`src/rtl/bus_arbiter.sv`:
```
// bus_arbiter: shares the single data-side Bridge port between the CPU
// MEM-stage data port (master 0) and a secondary requester (master 1).
// Master 0 has fixed priority. A starvation counter bounds how long
// master 1 waits, and a hold counter bounds how long it keeps the bus
// while master 0 waits. One single-cycle transaction per granted cycle.
// Ports:
//   cpu_clk, cpu_rst          clock, synchronous active-low reset
//   m0_req/addr/we/wdata      master 0 request (held until m0_ack)
//   m0_ack, m0_rdata          master 0 acknowledge and read data
//   m1_*                      same as m0_*, for master 1
//   Bus_addr/we/wdata         request fields to the Bridge
//   Bus_rdata                 same-cycle read data from the Bridge
//   owner                     00 IDLE, 01 OWN0, 10 OWN1
module bus_arbiter #(
    parameter int STARVE   = 8,
    parameter int MAX_HOLD = 4
) (
    input  logic        cpu_clk,
    input  logic        cpu_rst,
    input  logic        m0_req,
    input  logic [31:0] m0_addr,
    input  logic        m0_we,
    input  logic [31:0] m0_wdata,
    output logic        m0_ack,
    output logic [31:0] m0_rdata,
    input  logic        m1_req,
    input  logic [31:0] m1_addr,
    input  logic        m1_we,
    input  logic [31:0] m1_wdata,
    output logic        m1_ack,
    output logic [31:0] m1_rdata,
    output logic [31:0] Bus_addr,
    output logic        Bus_we,
    output logic [31:0] Bus_wdata,
    input  logic [31:0] Bus_rdata,
    output logic [1:0]  owner
);

    localparam int SW = $clog2(STARVE) + 1;
    localparam int HW = $clog2(MAX_HOLD) + 1;
    localparam logic [SW-1:0] STARVE_MAX = SW'(STARVE);
    localparam logic [HW-1:0] HOLD_MAX   = HW'(MAX_HOLD);

    typedef enum logic [1:0] {
        IDLE = 2'b00,
        OWN0 = 2'b01,
        OWN1 = 2'b10
    } state_e;

    state_e        state_q, state_d;
    logic [SW-1:0] starve_cnt_q, starve_cnt_d;
    logic [HW-1:0] hold_cnt_q, hold_cnt_d;

    logic        own0, own1;
    logic        starved, hold_done;
    logic        sel_req, sel_we;
    logic [31:0] sel_addr, sel_wdata;

    assign own0   = (state_q == OWN0);
    assign own1   = (state_q == OWN1);
    assign owner  = state_q;
    assign m0_ack = m0_req & own0;
    assign m1_ack = m1_req & own1;

    assign m0_rdata = m0_ack ? Bus_rdata : 32'h0;
    assign m1_rdata = m1_ack ? Bus_rdata : 32'h0;

    always_comb begin
        sel_req   = 1'b0;
        sel_we    = 1'b0;
        sel_addr  = 32'h0;
        sel_wdata = 32'h0;
        if (own0) begin
            sel_req   = m0_req;
            sel_we    = m0_we;
            sel_addr  = m0_addr;
            sel_wdata = m0_wdata;
        end else if (own1) begin
            sel_req   = m1_req;
            sel_we    = m1_we;
            sel_addr  = m1_addr;
            sel_wdata = m1_wdata;
        end
    end

    // An owner that has dropped its request drives nothing onto the bus.
    assign Bus_addr  = sel_req ? sel_addr : 32'h0;
    assign Bus_we    = sel_req & sel_we;
    assign Bus_wdata = sel_req ? sel_wdata : 32'h0;

    always_comb begin
        starve_cnt_d = '0;
        if (m1_req && !m1_ack) begin
            if (starve_cnt_q == STARVE_MAX) begin
                starve_cnt_d = starve_cnt_q;
            end else begin
                starve_cnt_d = starve_cnt_q + SW'(1);
            end
        end

        hold_cnt_d = hold_cnt_q;
        if (!own1 || !m0_req) begin
            hold_cnt_d = '0;
        end else if (m1_ack) begin
            if (hold_cnt_q == HOLD_MAX) begin
                hold_cnt_d = hold_cnt_q;
            end else begin
                hold_cnt_d = hold_cnt_q + HW'(1);
            end
        end
    end

    assign starved = (starve_cnt_q == STARVE_MAX);
    // The hold count includes the current acked cycle, so master 1 gets
    // exactly MAX_HOLD acks while master 0 waits before handing back.
    assign hold_done = (hold_cnt_d == HOLD_MAX);

    always_comb begin
        state_d = state_q;
        unique case (state_q)
            IDLE: begin
                if (m1_req && (!m0_req || starved)) begin
                    state_d = OWN1;
                end else if (m0_req) begin
                    state_d = OWN0;
                end
            end
            OWN0: begin
                if (m1_req && starved) begin
                    state_d = OWN1;
                end else if (!m0_req) begin
                    state_d = m1_req ? OWN1 : IDLE;
                end
            end
            OWN1: begin
                if (m0_req && hold_done) begin
                    state_d = OWN0;
                end else if (!m1_req) begin
                    state_d = m0_req ? OWN0 : IDLE;
                end
            end
            default: state_d = IDLE;
        endcase
    end

    always_ff @(posedge cpu_clk) begin
        if (!cpu_rst) begin
            state_q      <= IDLE;
            starve_cnt_q <= '0;
            hold_cnt_q   <= '0;
        end else begin
            state_q      <= state_d;
            starve_cnt_q <= starve_cnt_d;
            hold_cnt_q   <= hold_cnt_d;
        end
    end

endmodule

```
`config.mk`:
```
export PLATFORM = sky130hd
export DESIGN_NAME = bus_arbiter
export DESIGN_NICKNAME = d
export VERILOG_FILES = /design/src/rtl/bus_arbiter.sv
export SDC_FILE = /design/constraint.sdc
export NUM_CORES = 1
export LEC_CHECK = 0
export CAP_MARGIN = 20
export CORE_AREA = 2 2 115 117
export CTS_BUF_LIST = sky130_fd_sc_hd__clkbuf_8
export CTS_CLUSTER_SIZE = 25
export DETAILED_ROUTE_END_ITERATION = 10
export DIE_AREA = 0 0 117 119
export SETUP_SLACK_MARGIN = 0.15
export SYNTH_ARGS = -nofsm -noshare
export SYNTH_HDL_FRONTEND = slang
export SYNTH_SLANG_ARGS = --single-unit
```
`constraint.sdc`:
```
create_clock -name cpu_clk -period 3.09 [get_ports cpu_clk]
set_clock_uncertainty 0.15 [all_clocks]
set_input_delay 0.618 -clock cpu_clk [delete_from_list [all_inputs] [get_ports cpu_clk]]
set_output_delay 0.618 -clock cpu_clk [all_outputs]
set_load 0.005 [all_outputs]
```
==> results.py, run 1 <==
metrics = {
    "power": {
        "power_per_cell_area_mw_per_mm2": 147.4,
        "p_leak_nw": 1.992,
        "power_mw": 0.7519,
        "power_frac_clock_pct": 17.8,
        "power_switching_mw": 0.2221,
        "vdd_drop_max_uv": 112.6,
        "seqPwrFrac_pct": 16.5,
        "p_comb_share_pct": 65.7,
        "switching_share_pct": 29.54,
        "p_int_mw": 0.5298,
    },
    "global_routing": {
        "grt_pass1_vias": 3212,
        "use_met1_pct": 17.29,
        "gr-usage-met2_pct": 27.96,
        "grt_max_degree": 98,
        "busiest_layer": "met2",
        "antenna_found_initial": 0,
        "grt_first_pass_wirelength_um": 16940,
        "grt_usage_pct": 15.24,
        "grt.overflow.total": 0,
        "grt_use_met3_pct": 3.919,
    },
    "clocking": {
        "clkSinkCount": 9,
        "cts_tree": "built",
        "h-tree-depth": 1,
        "cts_max_path_buffers": 2,
        "path_clk_slew_ps": 50,
        "cts_buffers": 3,
        "cts_root_buf": "clkbuf_8",
        "clk_latency_ps": 240,
        "hold_buffers": 0,
    },
    "timing": {
        "slew_headroom_pct": 71.55,
        "tightest_slew_ps": 426.8,
        "rsz0062_at_grt": "false",
        "fin_crit_sh_pct": 90.30,
        "setup_viol_count_final": 0,
        "slew_violations": 0,
        "period_needed_ps": 2790,
        "final-hold-violation-count": 0,
        "fmax_ghz": 0.3584,
    },
    "floorplan": {
        "die_y_um": 119,
        "die_w_um": 117,
        "die_area_mm2": 0.01392,
        "start_util_pct": 14.28,
        "ios": 299,
        "num_rows": 42,
        "core_area_mm2": 0.01287,
    },
    "routing": {
        "drtIter0Drc": 164,
        "vias": 3355,
        "first_pass_iters": 5,
        "final_antenna_net_count": 0,
        "wirelength_um": 11870,
        "viasPerCell": 4.497,
        "drc": 0,
        "wl_per_cell_um": 15.91,
    },
    "critical_path": {
        "r2r-end": "owner[1]",
        "cp-start-kind": "flip-flop",
        "cp_num_cells": 4,
        "max_stage_delay_ps": 580,
        "critPathSlowestCell": "clkdlybuf4s50_1",
        "endpoint_kind": "primary output",
        "path_buf_inv": 2,
        "crit_required_ps": 2320,
        "criticalPathCategory": "flip-flop to primary output",
        "r2r_start": "owner[0]",
        "crit_chain": "nor2b_4 -> buf_12 -> and3_1 -> clkdlybuf4s50_1",
        "rrSetupSlack_ps": 1450,
        "cp.arrival_ps": 2020,
        "reg2regPathDepth": 5,
        "critical-path-top-delay-family": "buffers and inverters",
        "cp_max_fo": 97,
    },
    "synth": {
        "yosys.area_share.simple_pct": 42.89,
        "synth_fp_nets": 461,
        "synth_top_family_by_area": "simple AND/OR/NAND/NOR gates",
        "synth_xor_area_share_pct": 1.906,
        "synth_edf_count": 0,
        "ys_types": 30,
        "yosysSeqAreaShare_pct": 9.803,
        "synth.cell_area_mm2": 0.001838,
        "postSynthAreaPerCell_um2": 6.316,
        "ys.flop_type": "dfxtp_1",
        "ys_async_sr_fraction_pct": 0,
        "muxShareOfSynthArea_pct": 0.5446,
        "yosysWarnings": 0,
        "ys_ff_latch": 9,
        "syn_inst": 291,
        "synthAdderAreaFrac_pct": 2.723,
        "synth_compound_area_share_pct": 30.09,
    },
    "layout": {
        "area_delta_synth_final_pct": 177.5,
        "fillCellCount": 1329,
        "utilization_pct": 39.62,
        "design_area_mm2": 0.005101,
        "antenna_cells": 0,
        "final_common_cell": "clkdlybuf4s50_1",
        "drive_gt1_share_pct": 4.211,
        "final_cell_mix": "clkdlybuf4s50_1, nor2_1, a22oi_1",
        "layout.nets": 741,
    },
    "outcome": {
        "outcome": "finished, final reports clean",
    },
    "worst_hold_path": {
        "hold_depth": 2,
        "min_to": "starve_cnt_q[3]",
        "min_path_type": "flip-flop to flip-flop",
        "hp-start": "starve_cnt_q[3]",
    },
    "placed_design": {
        "dp_hpwl_um": 9424,
        "port_buffers": 298,
        "placed_area_mm2": 0.005022,
        "finalWeightedCongestion": 0.8237,
    },
    "flow_run": {
        "drv_cap": 0,
    },
}
-- worst register-to-register path, stage by stage, from the launching register on --
cell and delay [ps]:
dfxtp_1 330, and2b_4 290, buf_4 290, nand4b_1 140, a21oi_1 190, o21ai_0 120
-- area by class of cell --
cell class / instances / area, um^2 / share of cell area, %
repair buffers: 313 / 3186 / 62.45
multi-input cells: 240 / 1454 / 28.50
well taps: 176 / 220.2 / 4.317
flip-flops and latches: 9 / 181.4 / 3.557
clock buffers: 3 / 41.29 / 0.8094
inverters: 4 / 15.01 / 0.2943
clock inverters: 1 / 3.754 / 0.07358
-- worst max path at each step --
stage,slack [ps],to,startpoint
2_1_floorplan,860,Bus_addr[12],m0_req
3_3_place_gp,-30,Bus_wdata[12],m1_req
3_5_place_dp,-50,Bus_wdata[16],m1_req
4_1_cts,240,Bus_addr[26],owner[1]
5_1_grt,170,Bus_wdata[31],owner[0]
6_report,300,m0_rdata[28],owner[0]
-- per-layer routing --
layer  up-vias  share of wire, %  wire length, um
met4         0               1.7              206
met1      1543                38             4454
met2       181                49             5861
li1       1614                 -                -
met5         -                 0                0
met3        17                11             1348
-- power by group through the flow --
stage,Combinational [mW],Clock (mW),Sequential (mW)
3_3_place_gp,0.484,0,0.126
6_report,0.494,0.134,0.124
2_1_floorplan,0.152,0,0.125
5_1_grt,0.530,0.147,0.124
4_1_cts,0.496,0.140,0.124
3_5_place_dp,0.490,0,0.126
-- sequential cells by signal, indices dropped and copies added, names as in the netlist --
register	count
starve_cnt_q	4
hold_cnt_q	3
owner	2
-- per-stage QoR --
stage	hold WS [ps]	setup WS, ps	instances	TNS, ps
6_report	384.5	299.6	746	0
5_1_grt	409.4	171.0	746	0
4_1_cts	384.3	236.8	746	0
3_5_place_dp	368.4	-54.53	740	-1768
3_3_place_gp	340.1	-34.52	740	-937.9
2_1_floorplan	329.5	863.0	291	0
-- cell usage after synthesis (2+ instances only) --
cell	number	area (um^2)
nor2_1	71	266.5
buf_6	6	67.56
buf_2	15	75.07
inv_1	4	15.01
a22oi_1	65	488.0
nand3_1	4	20.02
nor3b_1	2	15.01
nor2b_1	2	12.51
xnor2_1	3	26.28
and3_1	64	400.4
a21oi_1	4	20.02
dfxtp_1	9	180.2
ha_1	4	50.05
clkbuf_1	17	63.81
nand2_1	6	22.52
-- cells by family (layout without fill, tap and decap cells) --
kind of cell | Yosys count | in the layout
DFF | 9 | 9
and+or+nand+nor | 156 | 156
xor gates and xnor gates | 4 | 4
buffers and inverters | 42 | 321
AOI/OAI and AO/OA | 75 | 75
muxes | 1 | 1
adders and majority gates | 4 | 4
-- what timing repair did --
item,4_1_cts,5_1_grt
cloned,0,0
setup endpoints to repair,114,8
resized for setup,9,2
setup buffers,2,0
pin swaps,1,0
Power figures use the tool's default switching activity.
==> run 2, diff against run 1 <==
CTS_CLUSTER_DIAMETER = 150   (was default)
CTS_CLUSTER_SIZE = 14   (was 25)
==> results of run 2 <==
The final DEF is identical to that of run 1; final timing and power are the same.
==> run 3, diff against run 2 <==
SKIP_CTS_REPAIR_TIMING = 1   (was default)
==> results.py, run 3 (synthesis gave the netlist of run 1 again) <==
metrics = {
    "clocking": {
        "h-tree-depth": 1,
        "cts_max_path_buffers": 2,
        "clk_latency_ps": 240,
        "cts_buffers": 3,
        "cts_tree": "built",
        "clkSinkCount": 9,
        "cts_root_buf": "clkbuf_8",
        "path_clk_slew_ps": 50,
    },
    "layout": {
        "area_delta_synth_final_pct": 182.9,
        "drive_gt1_share_pct": 4.211,
        "antenna_cells": 0,
        "final_common_cell": "clkdlybuf4s50_1",
        "layout.nets": 741,
        "regMostFlops": "starve_cnt_q",
        "design_area_mm2": 0.005200,
        "final_cell_mix": "clkdlybuf4s50_1, nor2_1, a22oi_1",
        "largest_reg_flops": 4,
    },
    "critical_path": {
        "endpoint_kind": "primary output",
        "r2r_start": "owner[0]",
        "reg2regPathDepth": 5,
        "cp-start-kind": "flip-flop",
        "endpoint": "Bus_addr[0]",
        "crit_required_ps": 2320,
        "startpoint": "owner[0]",
        "criticalPathCategory": "flip-flop to primary output",
        "r2r-end": "owner[1]",
        "cp.arrival_ps": 2020,
        "rrSetupSlack_ps": 1450,
        "cp_max_fo": 97,
    },
    "worst_hold_path": {
        "min_path_type": "flip-flop to flip-flop",
    },
    "power": {
        "switching_share_pct": 29.73,
        "p_comb_share_pct": 65.7,
        "seqPwrFrac_pct": 16.5,
        "p_int_mw": 0.5287,
        "power_switching_mw": 0.2237,
        "power_per_cell_area_mw_per_mm2": 144.7,
        "p_leak_nw": 2.609,
        "power_frac_clock_pct": 17.9,
        "vdd_drop_max_uv": 113.4,
    },
    "outcome": {
        "outcome": "finished, final reports clean",
    },
    "floorplan": {
        "start_util_pct": 14.28,
        "core_area_mm2": 0.01287,
        "ios": 299,
        "die_y_um": 119,
        "die_w_um": 117,
        "num_rows": 42,
        "die_area_mm2": 0.01392,
    },
    "routing": {
        "drtIter0Drc": 168,
        "wl_per_cell_um": 16.07,
        "final_antenna_net_count": 0,
        "drc": 0,
        "vias": 3343,
        "wirelength_um": 11990,
        "first_pass_iters": 4,
        "viasPerCell": 4.481,
    },
    "timing": {
        "period_needed_ps": 2783,
        "slew_headroom_pct": 72.21,
        "whs_ps": 386.0,
        "fin_crit_sh_pct": 90.08,
        "slew_violations": 0,
        "setup_viol_count_final": 0,
        "rsz0062_at_grt": "false",
        "final-hold-violation-count": 0,
        "fmax_ghz": 0.3593,
        "setup_slack_ps": 306.6,
        "tightest_slew_ps": 416.8,
    },
    "placed_design": {
        "finalWeightedCongestion": 0.8237,
        "pre_cts_ws_ps": -54.53,
        "dp_hpwl_um": 9424,
        "port_buffers": 298,
        "placed_area_mm2": 0.005022,
    },
    "global_routing": {
        "grt_pass1_vias": 3202,
        "grt_first_pass_wirelength_um": 16910,
        "grt.overflow.total": 0,
        "grt_usage_pct": 15.22,
        "antenna_found_initial": 0,
        "grt_max_degree": 98,
    },
    "flow_run": {
        "drv_cap": 0,
    },
}
[run 3: cell count changes in the layout (fill, tap and decap cells not counted)]
cell / change
clkdlybuf4s50_1: -29
dlymetal6s2s_1: +36
dlygate4sd2_1: -7
[run 3: layer usage]
metal	global-route usage, %	vias up	wire length [um]
met3	3.919	17	1366
met5	0	-	0
met1	17.22	1524	4512
met4	3.676	0	207
li1	-	1614	-
met2	27.96	188	5905
[run 3: cell type report]
class	count	area, um^2
clock buffer	3	41.29
sequential	9	181.4
multi-input combinational	240	1454
fill	1300	7675
timing repair buffer	313	3284
clock inverter	1	3.754
tap	176	220.2
inverter	4	15.01
[run 3: per-stage QoR]
stage                     util [%]  TNS [ps]  std cells  total power, mW
after global routing         40.39         0        746           0.8001
after CTS                    39.36     -1471        744           0.7552
after detailed placement     39.01     -1768        740           0.6159
final                        40.39         0        746           0.7524
after floorplan                  -         0        291           0.2764
after global placement       39.01    -937.9        740           0.6095
[run 3: worst min-delay path by stage]
| stage | startpoint | end | slack [ps] | cells after the start |
|---|---|---|---|---|
| 6_report | starve_cnt_q[3] | starve_cnt_q[3] | 390 | 2 |
| 5_1_grt | starve_cnt_q[3] | starve_cnt_q[3] | 410 | 2 |
| 4_1_cts | starve_cnt_q[3] | starve_cnt_q[3] | 380 | 2 |
| 3_5_place_dp | starve_cnt_q[3] | starve_cnt_q[3] | 370 | 2 |
| 3_3_place_gp | starve_cnt_q[3] | starve_cnt_q[3] | 340 | 2 |
| 2_1_floorplan | starve_cnt_q[3] | starve_cnt_q[3] | 330 | 2 |
[run 3: critical path: stages, from the launching register on]
cell and delay (ps):
dfxtp_1 370, nor2b_4 190, buf_12 340, a22oi_1 140, nor2_1 150, clkdlybuf4s50_1 520
[run 3: power by group through the flow]
| stage | combinational [mW] | sequential [mW] | clock [mW] |
|---|---|---|---|
| 6_report | 0.494 | 0.124 | 0.134 |
| 2_1_floorplan | 0.152 | 0.125 | 0 |
| 4_1_cts | 0.492 | 0.124 | 0.140 |
| 3_3_place_gp | 0.484 | 0.126 | 0 |
| 3_5_place_dp | 0.490 | 0.126 | 0 |
| 5_1_grt | 0.529 | 0.124 | 0.147 |
